### config.mk
export PLATFORM = sky130hd
export DESIGN_NAME = ex_rs
export DESIGN_NICKNAME = d
export VERILOG_FILES = /design/src/rtl/ex_rs.sv
export SDC_FILE = /design/constraint.sdc
export NUM_CORES = 1
export LEC_CHECK = 0
export ABC_AREA = 1
export CORE_MARGIN = 3
export CORE_UTILIZATION = 40
export CTS_CLUSTER_DIAMETER = 120
export DETAILED_ROUTE_END_ITERATION = 8
export PLACE_DENSITY = 0.62
export SYNTH_ARGS = -nofsm -noshare
export SYNTH_HDL_FRONTEND = slang
export SYNTH_SLANG_ARGS = --single-unit
### constraint.sdc
create_clock -name clk -period 6.5 [get_ports clk]
set_clock_uncertainty 0.2 [all_clocks]
set_input_delay 1.3 -clock clk [delete_from_list [all_inputs] [get_ports clk]]
set_output_delay 1.3 -clock clk [all_outputs]
set_load 0.1 [all_outputs]
### src/rtl/ex_rs.sv
// Reservation station in front of the execute stage: buffers dispatched ops,
// snoops the CDB for pending operands and presents the lowest-index ready entry.
module ex_rs #(
    parameter int DEPTH = 4,
    parameter int TAG_W = 4
) (
    input  logic                     clk,
    input  logic                     reset,
    input  logic                     flush,
    input  logic                     disp_valid,
    output logic                     disp_ready,
    input  logic [9:0]               disp_op,
    input  logic                     disp_is_branch,
    input  logic [31:0]              disp_pc_plus4,
    input  logic [TAG_W-1:0]         disp_dest,
    input  logic                     disp_qj_busy,
    input  logic [TAG_W-1:0]         disp_qj,
    input  logic [31:0]              disp_vj,
    input  logic                     disp_qk_busy,
    input  logic [TAG_W-1:0]         disp_qk,
    input  logic [31:0]              disp_vk,
    input  logic                     cdb_valid,
    input  logic [TAG_W-1:0]         cdb_tag,
    input  logic [31:0]              cdb_value,
    output logic                     iss_valid,
    input  logic                     iss_ready,
    output logic [9:0]               iss_op,
    output logic                     iss_is_branch,
    output logic [31:0]              iss_pc_plus4,
    output logic [31:0]              iss_vj,
    output logic [31:0]              iss_vk,
    output logic [TAG_W-1:0]         iss_dest,
    output logic [$clog2(DEPTH):0]   occupancy
);

    localparam int IDX_W = $clog2(DEPTH);
    localparam int OCC_W = IDX_W + 1;

    typedef struct packed {
        logic             valid;
        logic [9:0]       op;
        logic             is_branch;
        logic [31:0]      pc_plus4;
        logic [TAG_W-1:0] dest;
        logic             qj_busy;
        logic [TAG_W-1:0] qj;
        logic [31:0]      vj;
        logic             qk_busy;
        logic [TAG_W-1:0] qk;
        logic [31:0]      vk;
    } entry_t;

    entry_t ent_q [DEPTH];
    entry_t ent_d [DEPTH];
    entry_t disp_ent;
    entry_t sel_ent;

    logic [DEPTH-1:0] rdy;
    logic [DEPTH-1:0] used;
    logic             full;
    logic             sel_found;
    logic [IDX_W-1:0] sel_idx;
    logic             free_found;
    logic [IDX_W-1:0] free_idx;
    logic             disp_fire;
    logic             iss_fire;
    logic [OCC_W-1:0] occ_cnt;

    always_comb begin
        for (int i = 0; i < DEPTH; i++) begin
            used[i] = ent_q[i].valid;
            rdy[i]  = ent_q[i].valid & ~ent_q[i].qj_busy & ~ent_q[i].qk_busy;
        end
    end

    // Fixed priority: the first match scanning upward wins, for both issue and allocation.
    always_comb begin
        sel_found  = 1'b0;
        sel_idx    = '0;
        free_found = 1'b0;
        free_idx   = '0;
        for (int i = 0; i < DEPTH; i++) begin
            if (rdy[i] && !sel_found) begin
                sel_found = 1'b1;
                sel_idx   = IDX_W'(i);
            end
            if (!used[i] && !free_found) begin
                free_found = 1'b1;
                free_idx   = IDX_W'(i);
            end
        end
    end

    assign full       = &used;
    assign disp_ready = ~full;
    assign disp_fire  = disp_valid & ~full & ~flush;
    assign iss_valid  = sel_found;
    assign iss_fire   = sel_found & iss_ready & ~flush;

    always_comb begin
        disp_ent           = '0;
        disp_ent.valid     = 1'b1;
        disp_ent.op        = disp_op;
        disp_ent.is_branch = disp_is_branch;
        disp_ent.pc_plus4  = disp_pc_plus4;
        disp_ent.dest      = disp_dest;
        disp_ent.qj_busy   = disp_qj_busy;
        disp_ent.qj        = disp_qj;
        disp_ent.vj        = disp_vj;
        disp_ent.qk_busy   = disp_qk_busy;
        disp_ent.qk        = disp_qk;
        disp_ent.vk        = disp_vk;
        // Producer broadcasting in the dispatch cycle would otherwise be missed forever.
        if (cdb_valid && disp_qj_busy && (disp_qj == cdb_tag)) begin
            disp_ent.qj_busy = 1'b0;
            disp_ent.vj      = cdb_value;
        end
        if (cdb_valid && disp_qk_busy && (disp_qk == cdb_tag)) begin
            disp_ent.qk_busy = 1'b0;
            disp_ent.vk      = cdb_value;
        end
    end

    always_comb begin
        for (int i = 0; i < DEPTH; i++) begin
            ent_d[i] = ent_q[i];
            if (flush) begin
                ent_d[i].valid = 1'b0;
            end else begin
                if (ent_q[i].valid && cdb_valid) begin
                    if (ent_q[i].qj_busy && (ent_q[i].qj == cdb_tag)) begin
                        ent_d[i].qj_busy = 1'b0;
                        ent_d[i].vj      = cdb_value;
                    end
                    if (ent_q[i].qk_busy && (ent_q[i].qk == cdb_tag)) begin
                        ent_d[i].qk_busy = 1'b0;
                        ent_d[i].vk      = cdb_value;
                    end
                end
                if (iss_fire && (sel_idx == IDX_W'(i))) begin
                    ent_d[i].valid = 1'b0;
                end
                if (disp_fire && free_found && (free_idx == IDX_W'(i))) begin
                    ent_d[i] = disp_ent;
                end
            end
        end
    end

    always_ff @(posedge clk) begin
        if (reset) begin
            for (int i = 0; i < DEPTH; i++) begin
                ent_q[i] <= '0;
            end
        end else begin
            for (int i = 0; i < DEPTH; i++) begin
                ent_q[i] <= ent_d[i];
            end
        end
    end

    always_comb begin
        sel_ent = ent_q[sel_idx];
        occ_cnt = '0;
        for (int i = 0; i < DEPTH; i++) begin
            occ_cnt = occ_cnt + OCC_W'(used[i]);
        end
    end

    assign occupancy     = occ_cnt;
    assign iss_op        = sel_found ? sel_ent.op        : '0;
    assign iss_is_branch = sel_found ? sel_ent.is_branch : 1'b0;
    assign iss_pc_plus4  = sel_found ? sel_ent.pc_plus4  : '0;
    assign iss_vj        = sel_found ? sel_ent.vj        : '0;
    assign iss_vk        = sel_found ? sel_ent.vk        : '0;
    assign iss_dest      = sel_found ? sel_ent.dest      : '0;

endmodule

==> results_dict.tcl <==
set metrics [dict create \
    first_global_vias 26110 \
    postSynthNetCount 4491 \
    nets 4546 \
    clk_pin_slew_ps 60 \
    place.gp.congestion 0.8744 \
    p_int_mw 5.308 \
    fmax_ghz 0.1900 \
    critical_path_required_ps 5000 \
    area_growth_pct 17.26 \
    finalNonFillerCells 5294 \
    switching_share 0.2576 \
    p_switching_mw 1.841 \
    drt_iter0_drc 2729 \
    htreeDepth 2 \
    portBuffers 278 \
    grt_usage 0.2745 \
    die_h_um 265.9 \
    final_area_um2 31680 \
    rsz0062_at_grt "no" \
    cts_tree "done" \
    p_seq_frac 0.426 \
    hold_ws_ps 251.9 \
    die_width_um 265.9 \
    finalSetupViolCount 0 \
    syn_area_per_cell_um2 6.248 \
    grt_pass1_wl_um 154300 \
    final.setup.tns_ps 0 \
    min_path_type "flop to flop" \
    via_per_inst 5.345 \
    place_inst 5183 \
    slew_headroom 0.2526 \
    place_hpwl_um 59530 \
    synth_top_cell_area_share 0.3616 \
    maxCapViolations 0 \
    num_vias 28300 \
    ctsHoldBuffers 0 \
    p_per_area_nw_per_um2 225.6 \
    clkPwrFrac 0.483 \
    drc 0 \
    layout-drive-gt1-share 0.07659 \
    top_register "ent_q" \
    die-area_um2 70700 \
    slew_violations 0 \
    yosys.cell_count.top_type "nand2_1" \
    cts_sinks 488 \
    yosys_warnings 0 \
    critPathCaptureType "output port" \
    post_cts_buffers 0 \
    core_um2 66330 \
    cts_buffers 58 \
    finish.utilization 0.4776 \
    ys_ff_latch 488 \
    reg_top3 "ent_q (488)" \
    synthArstFlopShare 0 \
    syn_area_um2 27020 \
    rows 94 \
    netlist_instances 4324 \
    grt_max_degree 193 \
    initial_core_util 0.4073 \
    leakagePower_nw 14.16 \
    finalHoldViolations 0 \
    drt_pass1_iterations 6 \
    worst_pin_slew_ps 1117 \
    yosysSeqAreaShare 0.3616 \
    ys_top_cells_by_area "dfxtp_1 36%, nand2_1 12%, nor2_1 10%" \
    overflow 0 \
    antenna_left 0 \
    pin_count 279 \
    crit_type "flop to output port" \
    root_buffer "clkbuf_16" \
    critPathMaxFanout 68 \
    clockBufferDepth 3 \
    ir_drop_v 0.0001657 \
    synth_area_leader_cell "dfxtp_1" \
    synthFlopType "dfxtp_1" \
    p_comb_frac 0.092 \
    wire_per_inst_um 19.04 \
    yosys-top-cells-count "897 x nand2_1, 737 x nor2_1, 500 x nand3_1" \
    clk_latency_ps 640 \
    finalCriticalPeriod_ps 5264 \
    critPathArrivalTime_ps 3760 \
    ys_types 28 \
    run_status "complete, no violations" \
    startpoint_type "flop" \
    min_period_over_period 0.8099 \
    antenna_found_initial 3 \
    post_cts_resized 0 \
    place_area_um2 29660 \
    synth-edff-count 0 \
    largest_reg_flops 488 \
    routed_wl_um 100800 \
]
-- through the flow --
step                      setup slack, ps  total power [mW]
after CTS                            1234             7.198
after global placement               1622             3.753
after global routing                 1001             7.388
after detailed placement             1557             3.754
after floorplan                      2158             3.494
final                                1236             7.149
-- placed cells by master (no fill, tap or decap), types with 58 or more instances in the layout --
cell type / synthesis / routed
a21oi_1: 309 / 309
a22oi_1: 111 / 111
buf_4: 11 / 159
clkbuf_16: 0 / 58
clkdlybuf4s50_1: 0 / 167
dfxtp_1: 488 / 488
inv_1: 428 / 426
nand2_1: 897 / 892
nand3_1: 500 / 495
nand3b_1: 64 / 64
nand4_1: 65 / 65
nor2_1: 737 / 735
o21ai_0: 303 / 303
-- layout make-up --
class | instances | area (um2)
inverter | 436 | 1647
multi-input combinational | 3062 | 14160
timing repair buffer | 333 | 3005
tap | 864 | 1081
fill | 7000 | 34650
clock buffer | 83 | 1665
clock inverter | 24 | 344.1
sequential | 488 | 9769
antenna | 4 | 10.01
-- power by group through the flow --
stage	logic, mW	clock network, mW	registers [mW]
5_1_grt	0.713	3.63	3.04
4_1_cts	0.648	3.51	3.04
6_report	0.656	3.45	3.04
3_3_place_gp	0.646	0	3.11
3_5_place_dp	0.645	0	3.11
2_1_floorplan	0.389	0	3.10
-- routing by layer --
layer / vias to the layer above / global-route usage / share of wire
li1: 14000 / - / -
met4: 0 / 0.09707 / 0.032
met2: 1213 / 0.4479 / 0.46
met1: 12860 / 0.3669 / 0.43
met5: - / 0 / 0
met3: 228 / 0.04645 / 0.083
-- worst max-delay path, cell delays in order (launching register included) --
cell and delay [ps]:
dfxtp_1 510, nand2_1 190, nand3_4 110, buf_4 770, buf_4 700, nand3_1 140
nand3_1 120, a21oi_1 250, buf_4 330
-- final timing paths --
path | from | endpoint | slack (ps) | cells after the start
max | ent_q[0][121]$_SDFFE_PP0P_ | iss_vk[2] | 1240 | 8
min | ent_q[0][95]$_SDFFE_PP0P_ | ent_q[0][95]$_SDFFE_PP0P_ | 250 | 2
max reg2reg | ent_q[1][121]$_SDFFE_PP0P_ | ent_q[1][104]$_SDFFE_PP0P_ | 2690 | 9
min reg2reg | ent_q[0][95]$_SDFFE_PP0P_ | ent_q[0][95]$_SDFFE_PP0P_ | 250 | 2
-- kinds of logic after synthesis --
family	count (synthesis)	share of synthesized area
xor gates and xnor gates	6	0.001945
buffers and inverters	774	0.1183
adders and majority gates	4	0.002130
DFF	488	0.3616
and+or+nand+nor	2323	0.3706
AOI/OAI and AO/OA	729	0.1455
No activity file was read; power rests on OpenSTA's default activity.
